File: config.mk
export PLATFORM = sky130hd
export DESIGN_NAME = imm_decode_stage
export DESIGN_NICKNAME = d
export VERILOG_FILES = /design/src/rtl/imm_pkg.sv /design/src/rtl/imm_extract.sv /design/src/rtl/imm_decode_stage.sv
export SDC_FILE = /design/constraint.sdc
export NUM_CORES = 1
export LEC_CHECK = 0
export ABC_AREA = 1
export BUFFER_PORTS_ARGS = -buffer_cell sky130_fd_sc_hd__buf_2
export CAP_MARGIN = 10
export CORE_UTILIZATION = 60
export CTS_CLUSTER_SIZE = 40
export DETAILED_ROUTE_END_ITERATION = 6
export GPL_TIMING_DRIVEN = 0
export PLACE_DENSITY = 0.83
export SYNTH_ARGS = -nofsm -noshare
export SYNTH_HDL_FRONTEND = slang
export SYNTH_SLANG_ARGS = --single-unit
export TNS_END_PERCENT = 1
File: constraint.sdc
create_clock -name clk -period 13.7 [get_ports clk]
set_input_delay 0.685 -clock clk [delete_from_list [all_inputs] [get_ports clk]]
set_output_delay 0.685 -clock clk [all_outputs]
set_load 0.02 [all_outputs]
File: src/rtl/imm_pkg.sv
// Shared definitions for the immediate-decode stage.
//   imm_fmt_t      : immediate format classes (R/I/S/B/U/J/Z)
//   stage_state_t  : occupancy of the output register / skid buffer
//   OPC_*          : RV base opcode constants (inst[6:0])
//   imm_*_raw      : raw immediate fields, already bit-shuffled but not widened;
//                    widening to XLEN happens where XLEN is known.
package imm_pkg;

    typedef enum logic [2:0] {
        FMT_R = 3'd0,
        FMT_I = 3'd1,
        FMT_S = 3'd2,
        FMT_B = 3'd3,
        FMT_U = 3'd4,
        FMT_J = 3'd5,
        FMT_Z = 3'd6
    } imm_fmt_t;

    typedef enum logic [1:0] {
        ST_EMPTY = 2'd0,
        ST_ONE   = 2'd1,
        ST_TWO   = 2'd2
    } stage_state_t;

    localparam logic [6:0] OPC_LUI     = 7'b0110111;
    localparam logic [6:0] OPC_AUIPC   = 7'b0010111;
    localparam logic [6:0] OPC_JAL     = 7'b1101111;
    localparam logic [6:0] OPC_JALR    = 7'b1100111;
    localparam logic [6:0] OPC_LOAD    = 7'b0000011;
    localparam logic [6:0] OPC_STORE   = 7'b0100011;
    localparam logic [6:0] OPC_BRANCH  = 7'b1100011;
    localparam logic [6:0] OPC_OPIMM   = 7'b0010011;
    localparam logic [6:0] OPC_OPIMM32 = 7'b0011011;
    localparam logic [6:0] OPC_OP      = 7'b0110011;
    localparam logic [6:0] OPC_OP32    = 7'b0111011;
    localparam logic [6:0] OPC_FENCE   = 7'b0001111;
    localparam logic [6:0] OPC_SYSTEM  = 7'b1110011;

    function automatic logic [11:0] imm_i_raw(input logic [31:0] inst);
        return inst[31:20];
    endfunction

    function automatic logic [11:0] imm_s_raw(input logic [31:0] inst);
        return {inst[31:25], inst[11:7]};
    endfunction

    function automatic logic [12:0] imm_b_raw(input logic [31:0] inst);
        return {inst[31], inst[7], inst[30:25], inst[11:8], 1'b0};
    endfunction

    function automatic logic [31:0] imm_u_raw(input logic [31:0] inst);
        return {inst[31:12], 12'h000};
    endfunction

    function automatic logic [20:0] imm_j_raw(input logic [31:0] inst);
        return {inst[31], inst[19:12], inst[20], inst[30:21], 1'b0};
    endfunction

    // CSR immediate form: uimm[4:0] (rs1 field) above the 12-bit CSR address.
    function automatic logic [16:0] imm_z_raw(input logic [31:0] inst);
        return {inst[19:15], inst[31:20]};
    endfunction

endpackage

File: src/rtl/imm_extract.sv
// Combinational immediate extractor.
//   inst_i    [31:0]     raw instruction word
//   fmt_o     imm_fmt_t  immediate format
//   imm_o     [XLEN-1:0] sign/zero-extended immediate (0 for R)
//   illegal_o            opcode not in the supported set
module imm_extract
    import imm_pkg::*;
#(
    parameter int XLEN = 32
) (
    input  logic [31:0]     inst_i,
    output imm_fmt_t        fmt_o,
    output logic [XLEN-1:0] imm_o,
    output logic            illegal_o
);

    imm_fmt_t        fmt_s;
    logic            illegal_s;
    logic [XLEN-1:0] imm_s;

    // Opcode classification; the *32 opcodes only exist on RV64.
    always_comb begin
        fmt_s     = FMT_R;
        illegal_s = 1'b0;
        case (inst_i[6:0])
            OPC_LUI, OPC_AUIPC: fmt_s = FMT_U;
            OPC_JAL:            fmt_s = FMT_J;
            OPC_JALR, OPC_LOAD, OPC_OPIMM, OPC_FENCE: fmt_s = FMT_I;
            OPC_OPIMM32: begin
                if (XLEN == 64) begin
                    fmt_s = FMT_I;
                end else begin
                    illegal_s = 1'b1;
                end
            end
            OPC_STORE:  fmt_s = FMT_S;
            OPC_BRANCH: fmt_s = FMT_B;
            // funct3[2] separates the CSR-immediate forms from the rest of SYSTEM
            OPC_SYSTEM: begin
                if (inst_i[14]) begin
                    fmt_s = FMT_Z;
                end else begin
                    fmt_s = FMT_I;
                end
            end
            OPC_OP: fmt_s = FMT_R;
            OPC_OP32: begin
                if (XLEN == 64) begin
                    fmt_s = FMT_R;
                end else begin
                    illegal_s = 1'b1;
                end
            end
            default: illegal_s = 1'b1;
        endcase
    end

    // Widen the selected raw field; only Z is zero-extended.
    always_comb begin
        imm_s = '0;
        case (fmt_s)
            FMT_I:   imm_s = XLEN'($signed(imm_i_raw(inst_i)));
            FMT_S:   imm_s = XLEN'($signed(imm_s_raw(inst_i)));
            FMT_B:   imm_s = XLEN'($signed(imm_b_raw(inst_i)));
            FMT_U:   imm_s = XLEN'($signed(imm_u_raw(inst_i)));
            FMT_J:   imm_s = XLEN'($signed(imm_j_raw(inst_i)));
            FMT_Z:   imm_s = XLEN'(imm_z_raw(inst_i));
            default: imm_s = '0;
        endcase
    end

    assign fmt_o     = fmt_s;
    assign imm_o     = imm_s;
    assign illegal_o = illegal_s;

endmodule

File: src/rtl/imm_decode_stage.sv
// Registered immediate-decode pipeline stage (fetch -> register read).
//   clk, reset                 clock; asynchronous active-high reset
//   flush                      synchronous discard of all held entries
//   in_valid/in_ready          upstream handshake
//   in_inst [31:0], in_pc      incoming instruction and its address
//   out_valid/out_ready        downstream handshake
//   out_inst, out_pc           passthrough of the held entry
//   out_fmt [2:0]              imm_fmt_t of the held entry
//   out_imm, out_target        extended immediate and out_pc + out_imm
//   out_illegal                unsupported opcode
// SKID=1 adds a second entry so in_ready can be registered at full throughput;
// SKID=0 uses a single entry with combinational in_ready.
module imm_decode_stage
    import imm_pkg::*;
#(
    parameter int XLEN = 32,
    parameter int SKID = 1
) (
    input  logic            clk,
    input  logic            reset,
    input  logic            flush,
    input  logic            in_valid,
    output logic            in_ready,
    input  logic [31:0]     in_inst,
    input  logic [XLEN-1:0] in_pc,
    output logic            out_valid,
    input  logic            out_ready,
    output logic [31:0]     out_inst,
    output logic [XLEN-1:0] out_pc,
    output logic [2:0]      out_fmt,
    output logic [XLEN-1:0] out_imm,
    output logic [XLEN-1:0] out_target,
    output logic            out_illegal
);

    generate
        if (XLEN != 32 && XLEN != 64) begin : g_bad_xlen
            $error("imm_decode_stage: XLEN must be 32 or 64");
        end
    endgenerate

    typedef struct packed {
        logic [31:0]     inst;
        logic [XLEN-1:0] pc;
        imm_fmt_t        fmt;
        logic [XLEN-1:0] imm;
        logic [XLEN-1:0] target;
        logic            illegal;
    } entry_t;

    imm_fmt_t        ext_fmt_s;
    logic [XLEN-1:0] ext_imm_s;
    logic            ext_illegal_s;
    entry_t          in_entry_s;

    entry_t          out_q, out_d;
    entry_t          skid_q, skid_d;
    stage_state_t    state_q, state_d;
    logic            in_ready_q, in_ready_d;
    logic            in_ready_s;
    logic            accept_s;
    logic            xfer_s;

    imm_extract #(.XLEN(XLEN)) u_extract (
        .inst_i    (in_inst),
        .fmt_o     (ext_fmt_s),
        .imm_o     (ext_imm_s),
        .illegal_o (ext_illegal_s)
    );

    // Assemble the decoded entry, including the wrapping target add.
    always_comb begin
        in_entry_s         = '0;
        in_entry_s.inst    = in_inst;
        in_entry_s.pc      = in_pc;
        in_entry_s.fmt     = ext_fmt_s;
        in_entry_s.imm     = ext_imm_s;
        in_entry_s.target  = in_pc + ext_imm_s;
        in_entry_s.illegal = ext_illegal_s;
    end

    // Without the skid entry, a full stage can only accept when it also drains.
    assign in_ready_s = (SKID != 0) ? in_ready_q
                                    : ((state_q == ST_EMPTY) || out_ready);
    assign accept_s   = in_valid && in_ready_s;
    assign xfer_s     = (state_q != ST_EMPTY) && out_ready;

    // Occupancy next-state and entry movement; flush overrides any accept.
    always_comb begin
        state_d = state_q;
        out_d   = out_q;
        skid_d  = skid_q;
        if (flush) begin
            state_d = ST_EMPTY;
        end else begin
            case (state_q)
                ST_EMPTY: begin
                    if (accept_s) begin
                        state_d = ST_ONE;
                        out_d   = in_entry_s;
                    end else begin
                        state_d = ST_EMPTY;
                    end
                end
                ST_ONE: begin
                    if (accept_s && xfer_s) begin
                        out_d = in_entry_s;
                    end else if (accept_s) begin
                        state_d = ST_TWO;
                        skid_d  = in_entry_s;
                    end else if (xfer_s) begin
                        state_d = ST_EMPTY;
                    end else begin
                        state_d = ST_ONE;
                    end
                end
                ST_TWO: begin
                    // in_ready is low here, so only the skid entry can move
                    if (xfer_s) begin
                        state_d = ST_ONE;
                        out_d   = skid_q;
                    end else begin
                        state_d = ST_TWO;
                    end
                end
                default: state_d = ST_EMPTY;
            endcase
        end
        in_ready_d = (state_d != ST_TWO);
    end

    // State and data registers.
    always_ff @(posedge clk or posedge reset) begin
        if (reset) begin
            state_q    <= ST_EMPTY;
            in_ready_q <= 1'b1;
            out_q      <= '0;
            skid_q     <= '0;
        end else begin
            state_q    <= state_d;
            in_ready_q <= in_ready_d;
            out_q      <= out_d;
            skid_q     <= skid_d;
        end
    end

    assign in_ready    = in_ready_s;
    assign out_valid   = (state_q != ST_EMPTY);
    assign out_inst    = out_q.inst;
    assign out_pc      = out_q.pc;
    assign out_fmt     = out_q.fmt;
    assign out_imm     = out_q.imm;
    assign out_target  = out_q.target;
    assign out_illegal = out_q.illegal;

endmodule

==> qor.yml <==
status: "finished with violations"
violations: "design-rule violations"
crit-reg2reg-launch: "in_ready$_DFF_PP1_"
synth_fp_nets: 1859
reg2reg_setup_slack_ns: 10.64
cts_tree: "done"
globalRouteTotalUtil_pct: 39.4
maximum_number_of_pins_on_one_net_before_global_route_repair: 135
fillers: 1780
timing.setup.tns_ns: 0
grt_pass1_wl_mm: 70.3
area_growth_syn_to_layout_pct: 17.5
die_width_um: 152
share_comb_of_total_power_pct: 21.8
drv.max_cap_violation_count: 0
power.density_cell_area_nw_per_um2: 146
worst_slack_at_placement_ns: 8.91
top_level_ports: 203
cts.hold.buffers_added: 0
core.rowCount: 54
fraction_of_final_layout_cells_with_drive_strength_greater_than_1_pct: 14.3
dp_hpwl_mm: 34.0
critical_path.cell_chain: "buf_2, nand2_1, nor2_1, nand2_1, nand3_1, nor2_2, o21ai_0, nand2_1, o21ai_0, inv_1, fa_1, nand3b_1, nand2_1, a21oi_1, o21ai_0, nand2_1, nand2_1, nand2_1, nand3_1, nand2_1, o21ai_0, nand2_1"
timing.final.crit_period_ns: 4.39
final_critical_path_setup_slack_ns: 9.31
max-slew-margin-rel_pct: 32.9
power_switching_share_pct: 31.9
share_clk_of_total_power_pct: 33.6
synth_cell_types: 43
power.switching_uw: 741
critical-path-max-stage-delay_ns: 0.48
skew_ns: 0.00941
synth.yosys.seq_area_share_pct: 49.3
arrival_ns: 4.81
wire_per_inst_um: 19.7
leading_cell_types_by_total_area_after_synthesis: "dfrtp_1 49%, nand2_1 15%, o21ai_0 13%"
clock.fmax_mhz: 228
netlist.area_leader.share_pct: 49.1
num-nets-final: 2093
finalHoldViolations: 0
worstHoldPathType: "primary input to async pin"
via_total_after_detailed_routing: 13293
postSynthCellCount: 1758
worst-endpoint-required_ns: 14.12
worst_setup_path_end_kind: "flop"
r2r.worst_path.cells: 5
cts-buffers-inserted: 28
grt_pass1_vias: 12725
core-area_um2: 22000
floorplan.die_area_um2: 23200
internal_power_uw: 1580
detail_route.iter0.violations: 1506
start_util_pct: 61.6
most_repeated_library_cell_on_the_critical_path: "nand2_1"
detail_route.drc_violations: 20
placement.io_buffers: 202
final-max-slew-violation-count: 0
clockBufferDepth: 3
capture_point_of_the_worst_reg_to_reg_path: "skid_q[30]$_DFFE_PP0P_"
antenna_violating_nets_post_route: 0
grt_antenna_before_repair: 0
cp-start-kind: "primary input"
leakage_uw: 0.00821
grt_overflow: 0
die_y_um: 152
cts_resized: 0
netlist.top_cell.by_area: "dfrtp_1"
number_of_flip_flops_and_latches_in_the_synthesized_netlist: 267
htreeDepth: 1
clk_latency_worst_skew_pair_ns: 0.55
worstMarginPinSlew_ns: 0.997
drt_via_density: 5.80
path_max_fanout: 5
sequentialPowerShare_pct: 44.6
fin_crit_sh_pct: 32.1
drt_pass1_iterations: 7
clk_pin_slew_worst_paths_ns: 0.06
synth_async_sr_flop_share_pct: 100
post_cts.repair.setup_buffers: 0
ir_drop_mv: 0.136
insertedDiodeCount: 0
finalWirelength_mm: 45.2
synth_edf_count: 0
gp_routability_congestion: 0.969
timing.critical_path.slowest_stage_cell: "fa_1"
synth_area_um2: 13600
cts_root_buf: "clkbuf_16"
synth_top_flop_cell: "dfrtp_1"
final-setup-viol-count: 0
setup_repair_after_global_routing_missed_its_margin: "no"
timing_worst_setup_path_type: "primary input to flop"
syn_area_per_cell_um2: 7.72
numClockSinks: 267
yosys_warnings: 0
[cells in the final DEF, fill, tap and decap left out, types with 6 or more instances in the layout]
master,synthesis,routed
nand4_1,7,7
nor2_1,95,95
clkbuf_1,77,83
nand2_2,6,6
nor3_1,6,6
nand3_1,38,38
buf_1,6,6
a21o_1,8,8
clkbuf_16,0,29
o21bai_1,7,7
inv_1,175,174
buf_2,3,205
xor2_1,6,6
clkbuf_8,0,7
a21oi_1,71,71
o21ai_1,13,13
xnor2_1,10,10
o21a_1,11,11
o21ai_0,344,344
o21ai_2,7,7
dfrtp_1,266,266
ha_1,31,31
nand2_1,525,525
nor2_2,6,6
[power groups by stage]
| stage | registers (uW) | logic (uW) | clock network (uW) |
|---|---|---|---|
| after detailed placement | 1050 | 498 | 0 |
| after global placement | 1040 | 481 | 0 |
| after global routing | 1050 | 558 | 814 |
| after floorplan | 1120 | 237 | 0 |
| after CTS | 1030 | 503 | 785 |
| final | 1040 | 506 | 781 |
[sequential cells by signal, indices dropped and copies added, names as in the netlist]
name	count
out_target	32
out_pc	32
out_imm	32
out_inst	32
out_illegal	1
out_fmt	3
state_q	2
in_ready	1
skid_q	132
[layer usage]
metal | track usage, % | up-vias | wire, um
li1 | - | 6131 | -
met1 | 53.6 | 6317 | 18300
met2 | 63.7 | 729 | 21000
met3 | 5.72 | 116 | 4010
met4 | 16.4 | 0 | 1950
met5 | 0 | - | 0
[area by class of cell]
| class | instances | area [um^2] | area share, % |
|---|---|---|---|
| multi-input combinational | 1224 | 5880 | 36.9 |
| sequential | 267 | 6680 | 41.9 |
| inverter | 180 | 683 | 4.28 |
| timing repair buffer | 204 | 1070 | 6.69 |
| buffer | 87 | 338 | 2.12 |
| tap | 280 | 350 | 2.20 |
| clock buffer | 42 | 845 | 5.30 |
| clock inverter | 9 | 104 | 0.651 |
[cell families after synthesis]
group / synth area share, %
flops: 49.3
fa+ha+maj: 3.01
simple gates: 20.4
xor+xnor: 1.03
compound gates: 18.8
buf+inv: 7.47
[per-stage QoR]
step / util (%) / instances / cell area, um^2 / hold slack [ns] / total power, uW
6_report: 72.4 / 2293 / 15900 / 0.0285 / 2330
3_5_place_dp: 68.1 / 2242 / 15000 / 0.460 / 1540
2_1_floorplan: - / 1758 / 13600 / 0.444 / 1360
4_1_cts: 72.4 / 2293 / 15900 / 0.0160 / 2320
5_1_grt: 72.4 / 2293 / 15900 / 0.0170 / 2420
3_3_place_gp: 67.8 / 2240 / 14900 / 0.458 / 1520
[critical path: cells and delay by family]
kind / cells / cell delay [ns]
AO/OA/AOI/OAI: 5 / 1.65
adder cells (fa/ha/maj): 1 / 0.48
buffers and inverters: 2 / 0.26
AND/OR/NAND/NOR: 14 / 1.72
[cell usage after synthesis, types with 6 or more instances]
master      n
o21bai_1    7
inv_1     175
o21ai_0   344
nor3_1      6
nand2_1   525
buf_1       6
nand3_1    38
xor2_1      6
nand4_1     7
a21oi_1    71
o21ai_1    13
o21ai_2     7
dfrtp_1   266
a21o_1      8
nor2_2      6
o21a_1     11
nor2_1     95
xnor2_1    10
ha_1       31
nand2_2     6
clkbuf_1   77
[how the worst max path moves through the flow]
stage / cells after the start / from / end
floorplan: 1 / reset / out_fmt[0]$_DFFE_PP0P_
global placement: 2 / reset / state_q[1]$_DFF_PP0_
detailed placement: 22 / in_inst[1] / out_target[24]$_DFFE_PP0P_
CTS: 22 / in_inst[1] / out_target[24]$_DFFE_PP0P_
global route: 22 / in_inst[1] / out_target[24]$_DFFE_PP0P_
finish: 22 / in_inst[1] / out_target[24]$_DFFE_PP0P_
(Power assumes the default switching activity.)
